## config.mk

```make
export PLATFORM = sky130hd
export DESIGN_NAME = cond_unit
export DESIGN_NICKNAME = d
export VERILOG_FILES = /design/src/rtl/cond_unit.sv
export SDC_FILE = /design/constraint.sdc
export NUM_CORES = 1
export LEC_CHECK = 0
export CAP_MARGIN = 20
export CORE_MARGIN = 1.5
export CORE_UTILIZATION = 34
export DETAILED_ROUTE_END_ITERATION = 16
export GPL_TIMING_DRIVEN = 0
export PLACE_DENSITY = 0.77
export SLEW_MARGIN = 20
export SYNTH_ARGS = -nofsm -noshare
export SYNTH_HDL_FRONTEND = slang
export SYNTH_SLANG_ARGS = --single-unit
```

## constraint.sdc

```tcl
create_clock -name clk -period 1.8 [get_ports clk]
set_clock_uncertainty 0.15 [all_clocks]
set_input_delay 0.18 -clock clk [delete_from_list [all_inputs] [get_ports clk]]
set_output_delay 0.18 -clock clk [all_outputs]
set_load 0.005 [all_outputs]
```

## src/rtl/cond_unit.sv

```systemverilog
// NZCV flag register and condition evaluator: one instruction per cycle, registered execute/annul and branch-taken decision.
// Optional annulled-instruction counter (annul_cnt, cnt_clr) is built when COND_STATS_EN is defined.
module cond_unit #(
    parameter int FW = 4,
    parameter int CW = 4
) (
    input  logic          clk,
    input  logic          rst,
    input  logic          in_valid,
    output logic          in_ready,
    input  logic [CW-1:0] cond,
    input  logic          flag_we,
    input  logic [FW-1:0] alu_flags,
    input  logic          is_branch,
    output logic          out_valid,
    input  logic          out_ready,
    output logic          cond_ex,
    output logic          take_branch,
`ifdef COND_STATS_EN
    input  logic          cnt_clr,
    output logic [15:0]   annul_cnt,
`endif
    output logic [FW-1:0] flags_q
);

    logic          out_valid_q, out_valid_d;
    logic          cond_ex_q, cond_ex_d;
    logic          take_branch_q, take_branch_d;
    logic [FW-1:0] flags_d;
    logic          accept;
    logic          base;
    logic          pass;
    logic          f_n, f_z, f_c, f_v;

    assign f_n = flags_q[3];
    assign f_z = flags_q[2];
    assign f_c = flags_q[1];
    assign f_v = flags_q[0];

    // Conditions come in true/inverted pairs: cond[0] flips the base test, except AL.
    always_comb begin
        base = 1'b1;
        case (cond[3:1])
            3'd0:    base = f_z;
            3'd1:    base = f_c;
            3'd2:    base = f_n;
            3'd3:    base = f_v;
            3'd4:    base = f_c && !f_z;
            3'd5:    base = (f_n == f_v);
            3'd6:    base = !f_z && (f_n == f_v);
            default: base = 1'b1;
        endcase
    end

    assign pass     = (cond[3:1] == 3'd7) ? 1'b1 : (base ^ cond[0]);
    assign in_ready = !out_valid_q || out_ready;
    assign accept   = in_valid && in_ready;

    always_comb begin
        out_valid_d   = out_valid_q;
        cond_ex_d     = cond_ex_q;
        take_branch_d = take_branch_q;
        flags_d       = flags_q;
        if (accept) begin
            out_valid_d   = 1'b1;
            cond_ex_d     = pass;
            take_branch_d = pass && is_branch;
            if (flag_we && pass) begin
                flags_d = alu_flags;
            end
        end else if (out_ready) begin
            out_valid_d = 1'b0;
        end
    end

    always_ff @(posedge clk) begin
        if (rst) begin
            out_valid_q   <= 1'b0;
            cond_ex_q     <= 1'b0;
            take_branch_q <= 1'b0;
            flags_q       <= '0;
        end else begin
            out_valid_q   <= out_valid_d;
            cond_ex_q     <= cond_ex_d;
            take_branch_q <= take_branch_d;
            flags_q       <= flags_d;
        end
    end

    assign out_valid   = out_valid_q;
    assign cond_ex     = cond_ex_q;
    assign take_branch = take_branch_q;

`ifdef COND_STATS_EN
    logic [15:0] annul_cnt_q, annul_cnt_d;

    // Clear beats a same-cycle increment; count saturates rather than wrapping.
    always_comb begin
        annul_cnt_d = annul_cnt_q;
        if (cnt_clr) begin
            annul_cnt_d = '0;
        end else if (accept && !pass && (annul_cnt_q != 16'hFFFF)) begin
            annul_cnt_d = annul_cnt_q + 16'd1;
        end
    end

    always_ff @(posedge clk) begin
        if (rst) begin
            annul_cnt_q <= '0;
        end else begin
            annul_cnt_q <= annul_cnt_d;
        end
    end

    assign annul_cnt = annul_cnt_q;
`endif

endmodule

```

==> results.py <==
metrics = {
    "floorplan": {
        "num_io_pins": 22,
        "overall_die_height_um": 39.2,
        "core_area_um2": 1160,
        "die_width_um": 39.2,
        "fp-row-count": 12,
        "die_area_um2": 1540,
        "initial_core_utilization_pct": 38.5,
    },
    "synthesis": {
        "synth.cells.most_frequent": "sky130_fd_sc_hd__nand2b_1 (10), sky130_fd_sc_hd__dfxtp_1 (7), sky130_fd_sc_hd__mux2i_1 (6)",
        "async_reset_ff_share_pct": 0,
        "synth.ff_latch_count": 7,
        "netlist_area_um2": 445,
        "synth.yosys.seq_area_share_pct": 31.5,
        "synth.yosys.warnings": 0,
        "syn_area_per_cell_um2": 9.48,
        "synth.most_common_cell": "sky130_fd_sc_hd__nand2b_1",
        "synth_cell_types": 21,
        "yosys.area.top_type": "sky130_fd_sc_hd__dfxtp_1",
        "synth_edf_count": 0,
        "biggest_area_contributors_in_the_synthesized_netlist": "sky130_fd_sc_hd__dfxtp_1 (31%), sky130_fd_sc_hd__nand2b_1 (14%), sky130_fd_sc_hd__mux2i_1 (13%)",
        "postSynth.topFlopCell": "sky130_fd_sc_hd__dfxtp_1",
        "synth_cells": 47,
        "mappedNetlistNets": 61,
        "synth_top_cell_area_share_pct": 31.5,
    },
    "worst_setup_path": {
        "capturing_point_of_the_worst_reg2reg_path": "flags_q[3]",
        "critPathArrivalTime_ps": 1840,
        "crit_start": "flags_q[3]",
        "cp_top_family": "compound AO/OA/AOI/OAI gates",
        "cp-end-kind": "flip-flop",
        "r2r_startpoint": "flags_q[3]",
        "startpoint_type": "flip-flop",
        "critical_path.n_buffers_inverters": 0,
        "crit_end": "flags_q[3]",
        "critPathMaxFanout": 4,
        "cp_slowest_stage_delay_ps": 430,
        "timing.reg2reg.setup_slack_ps": -20,
        "data_required_time_at_the_worst_endpoint_ps": 1820,
        "timing.critical_path.depth": 5,
        "crit_path_cell_trace": "xnor2_1, o21ai_2, a311o_1, o211ai_4, mux2i_1",
        "reg2reg_depth": 5,
        "critical_path_class": "flip-flop to flip-flop",
        "slowest_cp_cell": "sky130_fd_sc_hd__a311o_1",
    },
    "status": {
        "outcome": "finished with violations",
        "violated_checks": "negative setup slack",
    },
    "final_layout": {
        "synthToLayoutAreaGrowth_pct": 65.7,
        "post-route-util_pct": 63.9,
        "final_nets": 90,
        "antenna_cells": 0,
        "final_cell_area_um2": 738,
        "fillerInstances": 101,
        "post_route_cells_drive_above_1_share_pct": 24.0,
    },
    "pwr": {
        "irDropWorstVdd_mv": 0.383,
        "leakagePower_nw": 0.297,
        "pd_cells_nw_per_um2": 592,
    },
    "placement": {
        "finalWeightedCongestion": 0.686,
        "portBuffers": 21,
        "pre_cts_slack_ps": -516,
        "postPlaceCellArea_um2": 674,
    },
    "timing": {
        "worst_pin_slew_ps": 323,
        "fmaxAchievable_ghz": 0.550,
        "setup_viol": 5,
        "slew_headroom_pct": 78.5,
        "setup_ws_ps": -17.0,
        "finalWorstPathRequiredPeriod_ps": 1820,
        "unrepaired_setup_endpoints_after_global_routing": "true",
        "slew_violations": 0,
        "timing.final.hold_violations": 0,
        "final_min_period_over_clock_period_pct": 101,
    },
    "clock_tree": {
        "clockBufferDepth": 2,
        "htreeDepth": 1,
        "path_clk_slew_ps": 50,
        "cts_tree": "built",
        "clkLatencyLatePin_ps": 240,
        "clock_buffers_created_by_tritoncts": 3,
        "clock_sinks": 7,
        "post_cts_hold_buffer_count": 0,
        "clock_tree.root_cell": "sky130_fd_sc_hd__clkbuf_4",
    },
    "grt": {
        "first_global_vias": 421,
        "number_of_antenna_violations_at_the_first_check_in_global_routing": 0,
        "grt_first_pass_wirelength_um": 1700,
        "gr-total-overflow": 0,
        "grtUsageTotal_pct": 16.2,
        "grt_max_degree": 11,
    },
    "routing": {
        "num_vias": 438,
        "drt_pass1_iterations": 4,
        "routed_via_density": 4.92,
        "drt-total-wl_um": 1070,
        "final_antenna_net_count": 0,
        "wire_per_inst_um": 12.1,
        "dr.first_iter.drc_count": 8,
        "drcViolationCount": 0,
    },
    "hold_path": {
        "class_of_the_worst_hold_path": "primary input to flip-flop",
    },
    "flow_run": {
        "max_cap_viol_count": 0,
    },
}
==> how the worst min path moves through the flow <==
| stage | start | endpoint | cells after the start |
|---|---|---|---|
| 2_1_floorplan | in_valid | out_valid | 2 |
| 3_3_place_gp | take_branch | take_branch | 2 |
| 3_5_place_dp | take_branch | take_branch | 2 |
| 4_1_cts | alu_flags[1] | flags_q[1] | 3 |
| 5_1_grt | alu_flags[3] | flags_q[3] | 3 |
| 6_report | alu_flags[1] | flags_q[1] | 3 |
==> metal layers <==
layer	global-route usage, %	wire length, um
met5	0	0
met4	7.76	0
met3	2.31	59
met2	28.3	563
met1	19.1	449
==> cells in the final DEF, fill, tap and decap left out, types with 2 or more instances in the layout <==
| cell | Yosys | layout |
|---|---|---|
| sky130_fd_sc_hd__clkbuf_4 | 0 | 3 |
| sky130_fd_sc_hd__dfxtp_2 | 0 | 4 |
| sky130_fd_sc_hd__and2b_2 | 2 | 2 |
| sky130_fd_sc_hd__nand2b_1 | 10 | 10 |
| sky130_fd_sc_hd__a21oi_1 | 2 | 2 |
| sky130_fd_sc_hd__clkdlybuf4s50_1 | 0 | 17 |
| sky130_fd_sc_hd__dfxtp_1 | 7 | 3 |
| sky130_fd_sc_hd__mux2i_1 | 6 | 6 |
| sky130_fd_sc_hd__clkbuf_1 | 1 | 2 |
| sky130_fd_sc_hd__dlygate4sd2_1 | 0 | 4 |
| sky130_fd_sc_hd__inv_1 | 2 | 2 |
| sky130_fd_sc_hd__nor2_1 | 3 | 3 |
| sky130_fd_sc_hd__buf_4 | 0 | 3 |
==> what timing repair did <==
action	in CTS	in global routing
pin swaps	4	4
endpoints found under the setup margin	6	6
buffers inserted	3	0
resized for setup	6	4
==> layout make-up <==
| class | count | area, um^2 | share of cell area (%) |
|---|---|---|---|
| multi-input combinational | 37 | 310 | 42.0 |
| timing repair buffer | 24 | 228 | 30.8 |
| sequential | 7 | 145 | 19.7 |
| clock buffer | 4 | 26.3 | 3.56 |
| tap | 14 | 17.5 | 2.37 |
| inverter | 2 | 7.51 | 1.02 |
| buffer | 1 | 3.75 | 0.508 |
==> worst register-to-register path, delay by kind of cell (launching register included) <==
kind            cells  cell delay (ps)
compound gates      3              830
flops               1              340
xor+xnor            1              230
mux                 1              210
==> through the flow <==
step | TNS [ps] | std cells | total power [W] | hold slack [ps]
2_1_floorplan | 0 | 47 | 0.000227 | 159
3_3_place_gp | -2590 | 82 | 0.000286 | 308
3_5_place_dp | -2690 | 82 | 0.000287 | 342
4_1_cts | -90.5 | 89 | 0.000432 | 338
5_1_grt | -678 | 89 | 0.000465 | 356
6_report | -68.6 | 89 | 0.000437 | 339
==> where the power goes <==
part           switching (W)  leakage (nW)  internal [W]
clock network      0.0000561        0.0150     0.0000845
registers         0.00000707        0.0592      0.000165
logic              0.0000493         0.223     0.0000755
==> sequential cells by signal (all words and copies together) (netlist names) <==
register	count
out_valid	1
flags_q	4
take_branch	1
cond_ex	1
==> cells by family after synthesis <==
family	Yosys count	share of synthesized area, %
DFF	7	31.5
buffers and inverters	3	2.53
AOI/OAI and AO/OA	11	23.6
xor gates and xnor gates	1	1.97
and+or+nand+nor	19	27.0
muxes	6	13.5
Note: power is estimated with default switching activity, not from simulation.
